`config.mk`:
```
export PLATFORM = sky130hd
export DESIGN_NAME = dma_read_controller_flat
export DESIGN_NICKNAME = d
export VERILOG_FILES = /design/src/rtl/pdh_dma_pkg.sv /design/src/rtl/dma_read_controller_if.sv /design/src/rtl/posedge_detector.sv /design/src/rtl/sync_3ff.sv /design/src/rtl/dma_read_controller.sv /design/src/flat_wrapper.sv
export SDC_FILE = /design/constraint.sdc
export NUM_CORES = 1
export LEC_CHECK = 0
export CORE_MARGIN = 2
export CORE_UTILIZATION = 47
export DETAILED_ROUTE_END_ITERATION = 10
export PLACE_DENSITY_LB_ADDON = 0.12
export SYNTH_ARGS = -nofsm -noshare
export SYNTH_HDL_FRONTEND = slang
export SYNTH_SLANG_ARGS = --single-unit
```
`constraint.sdc`:
```
create_clock -name aclk -period 5.8 [get_ports aclk]
set_input_delay 0.58 -clock aclk [delete_from_list [all_inputs] [get_ports aclk]]
set_output_delay 0.58 -clock aclk [all_outputs]
set_load 0.01 [all_outputs]
```
`src/rtl/pdh_dma_pkg.sv`:
```
// Shared definitions for the PDH DMA read and write controllers.
// Latency: n/a (types and constants only).
// Backpressure: n/a.
package pdh_dma_pkg;

  typedef enum logic [1:0] {
    ST_IDLE = 2'd0,
    ST_ADDR = 2'd1,
    ST_DATA = 2'd2
  } state_t;

  localparam logic [3:0]  BURST_LEN = 4'd15;    // ARLEN: 16 beats
  localparam logic [2:0]  BEAT_SIZE = 3'd3;     // ARSIZE: 8 bytes per beat
  localparam logic [1:0]  BURST_INC = 2'b01;    // ARBURST: INCR
  localparam logic [31:0] ADDR_INC  = 32'd128;  // bytes per burst
  localparam logic [1:0]  RESP_OKAY = 2'b00;
  localparam logic [4:0]  LAST_BEAT = 5'd15;    // index of the final beat in a burst

endpackage

```
`src/rtl/dma_read_controller_if.sv`:
```
// AXI3 read-channel bundle (AR + R) between the DMA read master and the HP port.
// Latency: n/a (wires only).
// Backpressure: arvalid/arready and rvalid/rready handshakes carried unchanged.
// master: drives AR channel and rready. slave: drives arready and the R channel.
interface dma_read_controller_if;

  logic [31:0] m_axi_araddr;
  logic        m_axi_arvalid;
  logic        m_axi_arready;
  logic [3:0]  m_axi_arlen;
  logic [2:0]  m_axi_arsize;
  logic [1:0]  m_axi_arburst;
  logic [63:0] m_axi_rdata;
  logic        m_axi_rvalid;
  logic        m_axi_rready;
  logic [1:0]  m_axi_rresp;
  logic        m_axi_rlast;

  modport master (
    output m_axi_araddr, m_axi_arvalid, m_axi_arlen, m_axi_arsize, m_axi_arburst,
    output m_axi_rready,
    input  m_axi_arready, m_axi_rdata, m_axi_rvalid, m_axi_rresp, m_axi_rlast
  );

  modport slave (
    input  m_axi_araddr, m_axi_arvalid, m_axi_arlen, m_axi_arsize, m_axi_arburst,
    input  m_axi_rready,
    output m_axi_arready, m_axi_rdata, m_axi_rvalid, m_axi_rresp, m_axi_rlast
  );

endinterface

```
`src/rtl/posedge_detector.sv`:
```
// Rising-edge detector for a synchronous level.
// Latency: combinational pulse in the cycle the level is first seen high.
// Backpressure: none.  Ports: aclk, rst_i (async active-high), d (level), pulse (1-cycle).
module posedge_detector (
  input  logic aclk,
  input  logic rst_i,
  input  logic d,
  output logic pulse
);

  logic d_q;

  always_ff @(posedge aclk or posedge rst_i) begin
    if (rst_i) begin
      d_q <= 1'b0;
    end else begin
      d_q <= d;
    end
  end

  assign pulse = d & ~d_q;

endmodule

```
`src/rtl/sync_3ff.sv`:
```
// Three-flop synchronizer for a single asynchronous level into the aclk domain.
// Latency: 3 aclk.  Backpressure: none.
// Ports: aclk, rst_i (async active-high), d (async level), q (synchronized level).
module sync_3ff (
  input  logic aclk,
  input  logic rst_i,
  input  logic d,
  output logic q
);

  logic [2:0] sync_ff;

  always_ff @(posedge aclk or posedge rst_i) begin
    if (rst_i) begin
      sync_ff <= 3'b000;
    end else begin
      sync_ff <= {sync_ff[1:0], d};
    end
  end

  assign q = sync_ff[2];

endmodule

```
`src/rtl/dma_read_controller.sv`:
```
// AXI3 read master: reads DMA_SIZE bytes from HP0_BASE_ADDR in 16x64-bit bursts into a BRAM port.
// Latency: first arvalid 4 aclk after the enable_i edge; BRAM write 1 aclk after each accepted beat.
// Backpressure: holds AR stable until arready; rready high for the whole burst, one burst outstanding.
// Ports: aclk, rst_i (async active-high); axi (AXI read master); enable_i (async start);
//        dma_ready_o/dma_done_o/dma_error_o status; bram_we_o/bram_addr_o/bram_data_o write port.
module dma_read_controller
  import pdh_dma_pkg::*;
#(
  parameter logic [31:0] HP0_BASE_ADDR = 32'h1000_0000,
  parameter logic [31:0] DMA_SIZE      = 32'h0002_0000,
  parameter int unsigned MAX_RETRY     = 3
) (
  input  logic                         aclk,
  input  logic                         rst_i,
  dma_read_controller_if.master        axi,
  input  logic                         enable_i,
  output logic                         dma_ready_o,
  output logic                         dma_done_o,
  output logic                         dma_error_o,
  output logic                         bram_we_o,
  output logic [31:0]                  bram_addr_o,
  output logic [63:0]                  bram_data_o
);

  localparam logic [31:0] LAST_BYTE   = HP0_BASE_ADDR + DMA_SIZE - 32'd1;
  localparam logic [7:0]  RETRY_LIMIT = 8'(MAX_RETRY);

  // Reset asserts asynchronously, releases two aclk edges after rst_i falls.
  logic [1:0] rst_pipe;
  logic       rst_int;

  always_ff @(posedge aclk or posedge rst_i) begin
    if (rst_i) begin
      rst_pipe <= 2'b11;
    end else begin
      rst_pipe <= {rst_pipe[0], 1'b0};
    end
  end

  assign rst_int = rst_pipe[1];

  // Start detection
  logic enable_sync;
  logic enable_rise;

  sync_3ff u_enable_sync (
    .aclk  (aclk),
    .rst_i (rst_int),
    .d     (enable_i),
    .q     (enable_sync)
  );

  posedge_detector u_enable_edge (
    .aclk  (aclk),
    .rst_i (rst_int),
    .d     (enable_sync),
    .pulse (enable_rise)
  );

  // The synchronizer comes out of reset holding zeros, so an enable_i that was
  // already high would look like a fresh edge. Starts are only accepted once the
  // pipeline carries real samples and enable has been seen low at least once.
  logic [1:0] warm_cnt;
  logic       armed;
  logic       start;

  always_ff @(posedge aclk or posedge rst_int) begin
    if (rst_int) begin
      warm_cnt <= 2'd0;
      armed    <= 1'b0;
    end else begin
      if (warm_cnt != 2'd3) begin
        warm_cnt <= warm_cnt + 2'd1;
      end
      if (warm_cnt == 2'd3 && !enable_sync) begin
        armed <= 1'b1;
      end
    end
  end

  // Main FSM and datapath
  state_t      state;
  logic [31:0] araddr;
  logic [4:0]  beat;
  logic [7:0]  retry_cnt;
  logic        burst_bad;

  logic        beat_bad;
  logic        burst_end;
  logic        burst_ok;
  logic        last_burst;
  logic [31:0] word_base;

  assign start      = enable_rise & armed & (state == ST_IDLE);
  assign beat_bad   = burst_bad | (axi.m_axi_rresp != RESP_OKAY);
  // A burst ends on rlast or after the 16th beat; early rlast or a missing rlast are bad bursts.
  assign burst_end  = axi.m_axi_rlast | (beat == LAST_BEAT);
  assign burst_ok   = !beat_bad && axi.m_axi_rlast && (beat == LAST_BEAT);
  assign last_burst = (araddr + ADDR_INC) > LAST_BYTE;
  assign word_base  = (araddr - HP0_BASE_ADDR) >> 3;

  always_ff @(posedge aclk or posedge rst_int) begin
    if (rst_int) begin
      state       <= ST_IDLE;
      araddr      <= HP0_BASE_ADDR;
      beat        <= 5'd0;
      retry_cnt   <= 8'd0;
      burst_bad   <= 1'b0;
      bram_we_o   <= 1'b0;
      bram_addr_o <= 32'd0;
      bram_data_o <= 64'd0;
      dma_done_o  <= 1'b0;
      dma_error_o <= 1'b0;
    end else begin
      bram_we_o  <= 1'b0;
      dma_done_o <= 1'b0;
      case (state)
        ST_IDLE: begin
          if (start) begin
            araddr      <= HP0_BASE_ADDR;
            dma_error_o <= 1'b0;
            retry_cnt   <= 8'd0;
            state       <= ST_ADDR;
          end
        end
        ST_ADDR: begin
          if (axi.m_axi_arready) begin
            beat      <= 5'd0;
            burst_bad <= 1'b0;
            state     <= ST_DATA;
          end
        end
        ST_DATA: begin
          if (axi.m_axi_rvalid) begin
            bram_we_o   <= 1'b1;
            bram_data_o <= axi.m_axi_rdata;
            bram_addr_o <= word_base + {27'd0, beat};
            beat        <= beat + 5'd1;
            burst_bad   <= beat_bad;
            if (burst_end) begin
              if (burst_ok) begin
                retry_cnt <= 8'd0;
                if (last_burst) begin
                  dma_done_o <= 1'b1;
                  state      <= ST_IDLE;
                end else begin
                  araddr <= araddr + ADDR_INC;
                  state  <= ST_ADDR;
                end
              end else if (retry_cnt < RETRY_LIMIT) begin
                // Same address again; the retried beats overwrite the bad ones.
                retry_cnt <= retry_cnt + 8'd1;
                state     <= ST_ADDR;
              end else begin
                dma_error_o <= 1'b1;
                state       <= ST_IDLE;
              end
            end
          end
        end
        default: state <= ST_IDLE;
      endcase
    end
  end

  assign dma_ready_o       = (state == ST_IDLE);
  assign axi.m_axi_araddr  = araddr;
  assign axi.m_axi_arvalid = (state == ST_ADDR);
  assign axi.m_axi_rready  = (state == ST_DATA);
  assign axi.m_axi_arlen   = BURST_LEN;
  assign axi.m_axi_arsize  = BEAT_SIZE;
  assign axi.m_axi_arburst = BURST_INC;

endmodule

```
`src/flat_wrapper.sv`:
```
// flat-port wrapper written by rule: the top's interface ports become plain ports
module dma_read_controller_flat import pdh_dma_pkg::*;
#(
  parameter logic [31:0] HP0_BASE_ADDR = 32'h1000_0000,
  parameter logic [31:0] DMA_SIZE      = 32'h0002_0000,
  parameter int unsigned MAX_RETRY     = 3
)
  (aclk, rst_i, enable_i, dma_ready_o, dma_done_o, dma_error_o, bram_we_o, bram_addr_o, bram_data_o, axi_m_axi_araddr, axi_m_axi_arvalid, axi_m_axi_arlen, axi_m_axi_arsize, axi_m_axi_arburst, axi_m_axi_rready, axi_m_axi_arready, axi_m_axi_rdata, axi_m_axi_rvalid, axi_m_axi_rresp, axi_m_axi_rlast);
  dma_read_controller_if axi_i ();
  input  logic aclk;
  input  logic rst_i;
  input  logic enable_i;
  output logic dma_ready_o;
  output logic dma_done_o;
  output logic dma_error_o;
  output logic bram_we_o;
  output logic [31:0] bram_addr_o;
  output logic [63:0] bram_data_o;
  output wire logic [$bits(axi_i.m_axi_araddr)-1:0] axi_m_axi_araddr;
  output wire logic [$bits(axi_i.m_axi_arvalid)-1:0] axi_m_axi_arvalid;
  output wire logic [$bits(axi_i.m_axi_arlen)-1:0] axi_m_axi_arlen;
  output wire logic [$bits(axi_i.m_axi_arsize)-1:0] axi_m_axi_arsize;
  output wire logic [$bits(axi_i.m_axi_arburst)-1:0] axi_m_axi_arburst;
  output wire logic [$bits(axi_i.m_axi_rready)-1:0] axi_m_axi_rready;
  input wire logic [$bits(axi_i.m_axi_arready)-1:0] axi_m_axi_arready;
  input wire logic [$bits(axi_i.m_axi_rdata)-1:0] axi_m_axi_rdata;
  input wire logic [$bits(axi_i.m_axi_rvalid)-1:0] axi_m_axi_rvalid;
  input wire logic [$bits(axi_i.m_axi_rresp)-1:0] axi_m_axi_rresp;
  input wire logic [$bits(axi_i.m_axi_rlast)-1:0] axi_m_axi_rlast;
  assign axi_m_axi_araddr = axi_i.m_axi_araddr;
  assign axi_m_axi_arvalid = axi_i.m_axi_arvalid;
  assign axi_m_axi_arlen = axi_i.m_axi_arlen;
  assign axi_m_axi_arsize = axi_i.m_axi_arsize;
  assign axi_m_axi_arburst = axi_i.m_axi_arburst;
  assign axi_m_axi_rready = axi_i.m_axi_rready;
  assign axi_i.m_axi_arready = axi_m_axi_arready;
  assign axi_i.m_axi_rdata = axi_m_axi_rdata;
  assign axi_i.m_axi_rvalid = axi_m_axi_rvalid;
  assign axi_i.m_axi_rresp = axi_m_axi_rresp;
  assign axi_i.m_axi_rlast = axi_m_axi_rlast;
  dma_read_controller #(.HP0_BASE_ADDR(HP0_BASE_ADDR), .DMA_SIZE(DMA_SIZE), .MAX_RETRY(MAX_RETRY)) u_core (.aclk(aclk), .rst_i(rst_i), .axi(axi_i), .enable_i(enable_i), .dma_ready_o(dma_ready_o), .dma_done_o(dma_done_o), .dma_error_o(dma_error_o), .bram_we_o(bram_we_o), .bram_addr_o(bram_addr_o), .bram_data_o(bram_data_o));
endmodule
```
# == Word-level counts from Yosys, hierarchy flattened ==
# Index checks and enable logic that the tools add are counted.
# W data, S select, Z words.
# totals
reg_bits,156
out_inout_bits,143
input_bits,72
# classes
magnitude_cmp,2
mux,39
eq_ne,14
add_sub_neg,6
bitwise,6
n_reduce_logical,15
# ops
operator,n
$mux W32,5
$pmux W32 S2,1
$mux W8,5
$add A32 B8 Y32 const B,1
$gt A32 B29 Y1 const B,1
$sub A32 B29 Y32 const B,1
$add A29 B5 Y30,1
$mux W1,16
$pmux W8 S2,1
$reduce_and A6 Y1,2
$mux W2,5
$mux W5,2
$ne A2 B1 Y1 const B,5
$pmux W5 S2,1
$add A8 B1 Y8 const B,1
$lt A8 B2 Y1 const B,1
$ne A2 B2 Y1 const B,4
$pmux W2 S3,1
$reduce_bool A2 Y1,3
$add A5 B1 Y5 const B,1
$eq A5 B4 Y1 const B,1
$reduce_and A5 Y1,1
$eq A2 B2 Y1 const B,2
$pmux W1 S2,2
other kinds (12),18

# == Depth between registers and ports, before layout ==
# Gate-level depths: netlist of run 1.
# depth
depth_word,9
depth_mapped,12
mapped_depth_nobuf,10

# == Cells and area by module ==
# Synthesis of run 1 repeated with hierarchy kept, for this count alone.
# hier_totals
cells_unflattened,759
area_unflattened_um2,6927.9
# by_module_without_submodules
mod,seq_area_each_um2,cells_each,n_inst,area_per_inst_um2
dma_read_controller,3582.2,752,1,6806.5
sync_3ff,75.1,4,1,78.8
posedge_detector,25.0,3,1,42.5

# == Worst setup path after synthesis of run 1 ==
# OpenSTA, ideal clock, no wires.
# synth_timing
path_type,flip-flop to flip-flop
from,reg u_core.araddr[7] (netlist: u_core.axi.m_axi_araddr[7])
to,reg u_core.araddr[7] (netlist: u_core.axi.m_axi_araddr[7])
path_stages_with_launch,12
n_path_buf,2
slack_ns,3.151
arrival_time_ns,2.524
setup_ns,0.125
path_cell_list,dfrtp_1 > ha_1 > and3_4 > and3_1 > buf_6 > a211o_1 > a22oi_2 > a31o_4 > nand3_4 > buf_6 > a21o_1 > mux2_4
# synth_between
elab_chain_cells,6
word_cells_on_any_way,9
cone_classes,add/sub (1); order compare (1); eq/ne (1); mux (5); reduce/logical (1)
# synth_lines
item,line,rtl
start: declaration,dma_read_controller.sv:83,logic [31:0] araddr;
start signal: assignment,dma_read_controller.sv:147,araddr <= araddr + ADDR_INC;
$add A32 B8 Y32 (*),"dma_read_controller.sv:99, dma_read_controller.sv:147",
branches (longest 5 deep; another with $gt A32 B29 Y1),-,
# Mark *: on every way between the ends. The select of a mux whose other input is x is not followed.
# A chain may end at the register's enable or synchronous reset.

# == Final worst setup path of run 1 ==
# layout_timing
from,reg u_core.araddr[8] (netlist: u_core.axi.m_axi_araddr[8])
to,reg u_core.araddr[27] (netlist: u_core.axi.m_axi_araddr[27])
# Same word-level chain as after synthesis.

==> results.py, run 1 <==
metrics = {
    "logic_synthesis": {
        "async_reset_ff_frac": 1.00,
        "synth.avg_cell_area_sq_um": 9.13,
        "synth_top_area_frac": 0.509,
        "synth_warnings": 0,
        "synth_flop_cell": "dfrtp_1",
        "syn-instance-count": 775,
        "synth_top_cell_by_area": "dfrtp_1",
        "ys_types": 62,
        "seq_area_frac_synth": 0.520,
        "synth_enable_flop_cells": 0,
        "ys_seq_elements": 147,
        "syn-cell-area_sq_mm": 0.00708,
        "synthTopCellsByArea": "dfrtp_1, nand2_1, buf_4",
    },
    "cts": {
        "worstSkewPairLatency_ns": 0.42,
        "clk_pin_slew_ns": 0.06,
        "clockBufferDepth": 2,
        "clockRootBuffer": "clkbuf_16",
        "numCtsBuffers": 17,
        "htree_levels": 4,
        "cts_tree": "built",
        "cts_setup_buffers": 0,
        "ctsHoldBuffers": 0,
        "cts_sinks": 147,
        "cts_resized": 0,
    },
    "worst_setup_path": {
        "rr_endpoint": "u_core.axi.m_axi_araddr[27]",
        "reg2reg_from": "u_core.axi.m_axi_araddr[8]",
        "crit_type": "flip-flop to flip-flop",
        "cp.required_ns": 6.14,
        "r2r_setup_slack_ns": 2.76,
        "critical_path.max_fanout": 27,
        "endpoint_kind": "flip-flop",
        "worstRegToRegCells": 9,
        "arrival_ns": 3.38,
        "setup.worst_path.start_class": "flip-flop",
    },
    "floorplanning": {
        "io_pins": 215,
        "die_h_um": 127,
        "die_w_um": 127,
        "core_area_sq_mm": 0.0146,
        "initial_core_util": 0.483,
        "dieArea_sq_mm": 0.0161,
        "rows": 44,
    },
    "grt": {
        "grt_pass1_wl_um": 29700,
        "track_usage": 0.230,
        "antenna_found_initial": 0,
        "grt_overflow": 0,
        "grt_max_degree": 122,
        "grt_pass1_vias": 6024,
    },
    "detailed_routing": {
        "vias": 5936,
        "wl_per_cell_um": 15.6,
        "ant_nets": 0,
        "routed_via_density": 5.19,
        "drtIter0Drc": 408,
        "drc": 0,
        "drt_wl_total_um": 17800,
        "drtPass1Iterations": 5,
    },
    "pwr": {
        "power_density_mw_per_mm2": 389,
        "irDropWorstVdd_mv": 0.234,
        "leakagePower_nw": 4.31,
    },
    "timing": {
        "worst-slew-pin-transition_ns": 1.20,
        "drv_slew": 0,
        "setup_tns_ns": 0,
        "setup_viol": 0,
        "max_freq_ghz": 0.329,
        "final.period_utilization": 0.524,
        "hold_viol": 0,
        "fin_skew_ns": 0.00852,
        "relSlewSlack": 0.197,
        "rsz0062_at_grt": "no",
        "layout_min_cycle_time_ns": 3.04,
        "holdWs_ns": 0.319,
    },
    "place": {
        "dp_hpwl_um": 12500,
        "io_buffers": 196,
        "post_dp_cell_area_sq_mm": 0.00900,
        "routabilityCongestion": 0.906,
    },
    "final_layout": {
        "fin_util": 0.655,
        "design_area_sq_mm": 0.00959,
        "final_nets": 1027,
        "drive_above_1_share": 0.0657,
        "diodes": 0,
        "area_delta_synth_final_pct": 35.5,
    },
    "status": {
        "status": "finished, final reports clean",
    },
    "flow_run": {
        "max_cap_viol_count": 0,
    },
    "min_path": {
        "hp-class": "flip-flop to async pin",
    },
}
## where the power goes
part / leakage (nW) / internal [W] / switching [W]
Clock: 0.290 / 0.000659 / 0.000414
Combinational: 2.10 / 0.000595 / 0.000618
Sequential: 1.92 / 0.00128 / 0.000163
Total: 4.31 / 0.00253 / 0.00119
## final cells by class
type                            instances  area (sq um)
Clock inverter                          7          70.1
Inverter                               16          65.1
Sequential cell                       147          3680
Fill cell                            1211          5060
Tap cell                              184           230
Multi-Input combinational cell        565          3040
Clock buffer                           25           515
Timing Repair Buffer                  199          1980
## cell usage after synthesis, drive strengths merged (3+ instances only)
cell type	instances
o211ai	12
nor2b	7
clkbuf	25
nor4	6
a211o	3
nand4	15
inv	16
nor2	30
dfstp	3
a21o	3
and3	4
xnor2	19
xor2	15
nand3	25
o311ai	4
nand2	276
buf	39
a21oi	7
or4	12
dfrtp	144
or2	3
ha	9
a2bb2oi	3
nor3	14
o21ai	41
and2	7
## critical path: stages, from the launching register on
cell      delay [ns]
dfrtp_1         0.50
ha_1            0.26
and3_4          0.19
and3_1          0.34
nand4_1         0.17
a211oi_2        0.30
a31o_4          0.24
nand3_4         0.24
or4_1           0.61
nand3_1         0.11
## layer usage
layer / vias to the layer above / part of all wire / track usage
li1: 2883 / - / -
met1: 2827 / 0.44 / 0.304
met2: 190 / 0.47 / 0.366
met3: 36 / 0.066 / 0.0607
met4: 0 / 0.025 / 0.0911
met5: - / 0 / 0
## stage by stage
| stage | power, W | instances | worst slack [ns] |
|---|---|---|---|
| 3_5_place_dp | 0.00268 | 1111 | 2.80 |
| 5_1_grt | 0.00395 | 1143 | 2.54 |
| 4_1_cts | 0.00377 | 1143 | 2.74 |
| 3_3_place_gp | 0.00264 | 1111 | 2.86 |
| 2_1_floorplan | 0.00201 | 792 | 1.58 |
| 6_report | 0.00373 | 1143 | 2.76 |
## cell usage in the layout (no fill, tap or decap), types with 4 or more instances in the layout
cell,n
nand2_1,275
nand4_2,4
clkdlybuf4s50_1,196
o311ai_1,4
inv_1,14
clkbuf_16,17
conb_1,19
xnor2_1,19
xor2_1,15
a21oi_1,7
nor3_1,13
o211ai_1,12
clkbuf_8,6
o21ai_0,37
nand3_1,23
and2_1,7
nand4_1,10
dfrtp_1,144
nor2b_1,7
or4_1,12
nor2_1,30
ha_1,9
## sequential cells by signal, indices dropped and copies added (netlist names), 2 cells and up
| register | cells |
|---|---|
| u_core.axi.m_axi_araddr | 25 |
| u_core.beat | 5 |
| u_core.bram_addr_o | 30 |
| u_core.bram_data_o | 64 |
| u_core.retry_cnt | 8 |
| u_core.rst_pipe | 2 |
| u_core.state | 2 |
| u_core.u_enable_sync.sync_ff | 3 |
| u_core.warm_cnt | 2 |
## kinds of logic after synthesis
group                      share of synthesized area
muxes                                        0.00654
other                                        0.00106
and+or+nand+nor                                0.264
buffers and inverters                         0.0608
AOI/OAI and AO/OA                             0.0889
xor gates and xnor gates                      0.0421
DFF                                            0.520
adders and majority gates                     0.0159
## worst max path at each step
stage	start	endpoint	slack, ns	depth (start not counted)
after floorplan	u_core.rst_pipe[1]	u_core.armed	1.58	1
after CTS	u_core.axi.m_axi_araddr[8]	u_core.axi.m_axi_araddr[27]	2.74	9
after detailed placement	u_core.axi.m_axi_araddr[8]	u_core.axi.m_axi_araddr[12]	2.80	9
after global routing	u_core.axi.m_axi_araddr[8]	u_core.axi.m_axi_araddr[27]	2.54	9
final	u_core.axi.m_axi_araddr[8]	u_core.axi.m_axi_araddr[27]	2.76	9
after global placement	axi_m_axi_rlast	u_core.axi.m_axi_araddr[13]	2.86	8
Power figures use the tool's default switching activity.
==> inputs of run 2 (changes only) <==
Clock period 5.8 ns to 3 ns, I/O delays scaled along.
==> results.py, run 2 (synthesized netlist as in run 1, its figures left out) <==
metrics = {
    "status": {
        "status": "finished, final reports clean",
    },
    "detailed_routing": {
        "drt_wl_total_um": 19000,
        "drc": 0,
        "wl_per_cell_um": 16.3,
        "vias": 6154,
        "drtIter0Drc": 444,
        "ant_nets": 0,
        "drtPass1Iterations": 5,
        "routed_via_density": 5.29,
    },
    "worst_setup_path": {
        "critical_path.max_fanout": 27,
        "critPathMaxStageDelay_ns": 0.60,
        "endpoint_kind": "flip-flop",
        "crit_chain": "nand4_4 -> nor3_1 -> and4_1 -> nor2_1 -> o21ai_4 -> nand3_4 -> or4_1 -> nand3_1",
        "crit_type": "flip-flop to flip-flop",
        "critPathTopFamily": "simple AND/OR/NAND/NOR gates",
        "setup.worst_path.start_class": "flip-flop",
        "arrival_ns": 3.17,
        "cp.required_ns": 3.35,
        "cp_num_buf_inv": 0,
        "crit_slowest_cell": "or4_1",
    },
    "flow_run": {
        "max_cap_viol_count": 0,
    },
    "pwr": {
        "p_total_w": 0.00757,
        "leakagePower_nw": 4.46,
        "power_density_mw_per_mm2": 768,
        "irDropWorstVdd_mv": 0.468,
    },
    "final_layout": {
        "largest_register_ffs": 64,
        "area_delta_synth_final_pct": 39.3,
        "drive_above_1_share": 0.0919,
        "diodes": 0,
        "layout_common_cells": "nand2_1, clkdlybuf4s50_1, dfrtp_1",
        "final_nets": 1047,
        "max_flop_register": "u_core.bram_data_o",
        "nFillCells": 1181,
        "design_area_sq_mm": 0.00986,
        "final_common_cell": "nand2_1",
        "fin_util": 0.673,
    },
    "grt": {
        "antenna_found_initial": 0,
        "grt_overflow": 0,
        "grt_pass1_wl_um": 30700,
        "track_usage": 0.240,
        "grt_max_degree": 57,
        "grt_pass1_vias": 5994,
    },
    "cts": {
        "clk_pin_slew_ns": 0.06,
        "worstSkewPairLatency_ns": 0.42,
        "numCtsBuffers": 17,
        "cts_sinks": 147,
        "clockRootBuffer": "clkbuf_16",
        "htree_levels": 4,
        "clockBufferDepth": 2,
        "ctsHoldBuffers": 0,
        "cts_tree": "built",
    },
    "timing": {
        "worst-slew-pin-transition_ns": 0.731,
        "drv_slew": 0,
        "relSlewSlack": 0.511,
        "setup_viol": 0,
        "fin_skew_ns": 0.00770,
        "rsz0062_at_grt": "no",
        "holdWs_ns": 0.196,
        "hold_viol": 0,
        "layout_min_cycle_time_ns": 2.82,
        "setup_tns_ns": 0,
        "max_freq_ghz": 0.354,
        "final.period_utilization": 0.941,
    },
    "floorplanning": {
        "initial_core_util": 0.483,
        "core_area_sq_mm": 0.0146,
        "rows": 44,
        "die_w_um": 127,
        "die_h_um": 127,
        "dieArea_sq_mm": 0.0161,
        "io_pins": 215,
    },
    "place": {
        "io_buffers": 196,
        "routabilityCongestion": 0.873,
        "dp_hpwl_um": 13600,
        "post_dp_cell_area_sq_mm": 0.00918,
    },
    "min_path": {
        "hp-class": "primary input to async pin",
    },
}
[run 2: cell types whose count changed in the layout (fill, tap and decap cells not counted), sizes merged]
| cell | delta |
|---|---|
| clkinvlp | +1 |
| buf | +20 |
| bufinv | +4 |
| clkbuf | -5 |
[run 2: worst paths after layout]
check | depth (start not counted) | startpoint | end | slack, ns
worst max-delay path | 8 | u_core.axi.m_axi_araddr[19] | u_core.axi.m_axi_araddr[27] | 0.18
worst min-delay path | 2 | rst_i | u_core.rst_pipe[0] | 0.20
worst max register to register | 8 | u_core.axi.m_axi_araddr[19] | u_core.axi.m_axi_araddr[27] | 0.18
worst min register to register | 0 | u_core.u_enable_sync.sync_ff[1] | u_core.u_enable_sync.sync_ff[2] | 0.35
max in group asynchronous | 3 | u_core.rst_pipe[1] | u_core.bram_data_o[27] | 1.69
min in group aclk | 1 | enable_i | u_core.u_enable_sync.sync_ff[0] | 0.34
[run 2: timing repair]
item | in CTS | in global routing
resized for setup | 0 | 8
setup buffers | 0 | 0
endpoints found under the setup margin | 0 | 12
[run 2: through the flow]
stage | setup slack, ns | cells
finish | 0.178 | 1163
global route | 0.00246 | 1163
CTS | 0.121 | 1163
detailed placement | 0.138 | 1131
global placement | 0.255 | 1131
floorplan | 0.351 | 792
[run 2: routing by layer]
layer | up-vias | GRT usage | routed length (um)
met3 | 28 | 0.0751 | 1450
met5 | - | 0 | 0
met1 | 2970 | 0.315 | 8000
li1 | 2911 | - | -
met2 | 245 | 0.384 | 9190
met4 | 0 | 0.0782 | 318
[run 2: cell type report]
cell class,instances,area [sq um],share of cell area
multi-input combinational,565,3050,0.309
sequential,147,3690,0.374
timing repair buffer,219,2170,0.220
clock buffer,20,457,0.0463
inverter,16,63.8,0.00647
tap,184,230,0.0234
clock inverter,12,201,0.0204
[run 2: power breakdown]
part / total [W] / internal (W) / switching [W]
Combinational: 0.00240 / 0.00119 / 0.00121
Sequential: 0.00279 / 0.00247 / 0.000322
Clock: 0.00238 / 0.00153 / 0.000859
Total: 0.00757 / 0.00519 / 0.00239
==> inputs of run 3 (changes only) <==
Settings changed: CORE_MARGIN 2 to 10.
==> results.py, run 3 (synthesized netlist as in run 1, its figures left out) <==
metrics = {
    "grt": {
        "grt_overflow": 0,
        "busiest_layer": "met2",
        "track_usage": 0.204,
        "grt_max_degree": 62,
        "grt_pass1_wl_um": 33200,
        "grt_pass1_vias": 6277,
        "grt_util_met2": 0.328,
        "grtUsageMet3": 0.0786,
        "grt_use_met1": 0.247,
        "antenna_found_initial": 0,
    },
    "timing": {
        "hold_viol": 0,
        "setup_viol": 0,
        "drv_slew": 0,
        "layout_min_cycle_time_ns": 2.82,
        "worst-slew-pin-transition_ns": 0.641,
        "relSlewSlack": 0.572,
        "setup_tns_ns": 0,
        "fin_skew_ns": 0.00822,
        "max_freq_ghz": 0.355,
        "rsz0062_at_grt": "no",
        "final.period_utilization": 0.940,
    },
    "cts": {
        "cts_tree": "built",
        "clockRootBuffer": "clkbuf_16",
        "cts_sinks": 147,
        "clockBufferDepth": 2,
        "htree_levels": 4,
        "numCtsBuffers": 17,
        "worstSkewPairLatency_ns": 0.42,
        "clk_pin_slew_ns": 0.06,
    },
    "worst_setup_path": {
        "arrival_ns": 3.15,
        "rr_endpoint": "u_core.axi.m_axi_araddr[19]",
        "r2r_setup_slack_ns": 0.18,
        "critical_path.max_fanout": 27,
        "setup.worst_path.start_class": "flip-flop",
        "worstRegToRegCells": 9,
        "endpoint_kind": "flip-flop",
        "reg2reg_from": "u_core.axi.m_axi_araddr[7]",
        "cp.required_ns": 3.33,
        "crit_type": "flip-flop to flip-flop",
    },
    "final_layout": {
        "area_delta_synth_final_pct": 39.4,
        "final_common_cell": "nand2_1",
        "instances_no_fill": 1169,
        "layout_common_cells": "nand2_1, clkdlybuf4s50_1, dfrtp_1",
        "drive_above_1_share": 0.0985,
        "largest_register_ffs": 64,
        "diodes": 0,
        "max_flop_register": "u_core.bram_data_o",
        "final_nets": 1053,
    },
    "place": {
        "routabilityCongestion": 0.909,
        "dp_hpwl_um": 15500,
        "io_buffers": 196,
        "dp.cells": 1136,
    },
    "pwr": {
        "p_sw_frac": 0.323,
        "power_density_mw_per_mm2": 758,
        "p_clk_frac": 0.299,
        "p_int_w": 0.00506,
        "pwr-share-seq": 0.373,
        "leakagePower_nw": 4.47,
        "pwr-share-comb": 0.328,
        "switching_power_w": 0.00242,
        "irDropWorstVdd_mv": 0.550,
    },
    "floorplanning": {
        "dieArea_sq_mm": 0.0204,
        "rows": 44,
        "core_area_sq_mm": 0.0146,
        "io_pins": 215,
        "die_h_um": 143,
        "initial_core_util": 0.483,
        "die_w_um": 143,
    },
    "detailed_routing": {
        "routed_via_density": 5.20,
        "drt_wl_total_um": 20700,
        "wl_per_cell_um": 17.7,
        "drc": 0,
        "vias": 6074,
        "ant_nets": 0,
        "drtPass1Iterations": 4,
        "drtIter0Drc": 464,
    },
    "flow_run": {
        "max_cap_viol_count": 0,
    },
    "status": {
        "status": "finished, final reports clean",
    },
    "min_path": {
        "hp-class": "primary input to async pin",
    },
}
## run 3: stage by stage
stage | area [sq um] | worst slack (ns) | total power (W) | util | hold slack (ns)
after CTS | 9840 | 0.139 | 0.00756 | 0.672 | 0.195
after global routing | 9870 | 0.00496 | 0.00791 | 0.674 | 0.208
after floorplan | 7140 | 0.351 | 0.00388 | - | 0.212
final | 9870 | 0.179 | 0.00748 | 0.674 | 0.198
after global placement | 9210 | 0.268 | 0.00519 | 0.629 | 0.334
after detailed placement | 9210 | 0.156 | 0.00529 | 0.629 | 0.337
## run 3: area by class of cell
class | count | area [sq um]
Tap cell | 184 | 230
Sequential cell | 147 | 3690
Clock inverter | 11 | 148
Clock buffer | 21 | 480
Fill cell | 1170 | 4780
Inverter | 16 | 63.8
Multi-Input combinational cell | 565 | 3050
Timing Repair Buffer | 225 | 2200
## run 3: worst max-delay path, cell delays in order, from the launching register on
cell and delay (ns):
dfrtp_1 0.38, ha_1 0.23, and3_4 0.19, and3_1 0.28, a211o_1 0.30, a22oi_2 0.18, a31o_4 0.23, nand3_4 0.25
or4_1 0.56, o211ai_1 0.11
## run 3: power groups by stage
stage / registers (W) / logic (W) / clock network, W
floorplan: 0.00298 / 0.000906 / 0
global placement: 0.00278 / 0.00241 / 0
detailed placement: 0.00282 / 0.00247 / 0
CTS: 0.00279 / 0.00249 / 0.00228
global route: 0.00286 / 0.00269 / 0.00236
finish: 0.00279 / 0.00245 / 0.00224
## run 3: timing repair
| action | in CTS | in global routing |
|---|---|---|
| hold endpoints to repair | 0 | 0 |
| endpoints found under the setup margin | 0 | 5 |
| setup buffers | 0 | 1 |
| gates resized for setup | 0 | 8 |
| hold buffers | 0 | 0 |
## run 3: metal layers
metal / vias up / share of wire
met3: 21 / 0.083
met1: 2940 / 0.43
met4: 0 / 0.014
li1: 2935 / -
met5: - / 0
met2: 178 / 0.48
## run 3: how the worst max path moves through the flow
| stage | start | to | depth (start not counted) |
|---|---|---|---|
| after floorplan | u_core.axi.m_axi_araddr[7] | u_core.axi.m_axi_araddr[7] | 11 |
| after global placement | u_core.axi.m_axi_araddr[15] | u_core.axi.m_axi_araddr[12] | 8 |
| after detailed placement | u_core.axi.m_axi_araddr[17] | u_core.axi.m_axi_araddr[19] | 8 |
| after CTS | u_core.axi.m_axi_araddr[17] | u_core.axi.m_axi_araddr[19] | 8 |
| after global routing | u_core.axi.m_axi_araddr[18] | u_core.axi.m_axi_araddr[19] | 8 |
| final | u_core.axi.m_axi_araddr[7] | u_core.axi.m_axi_araddr[19] | 9 |
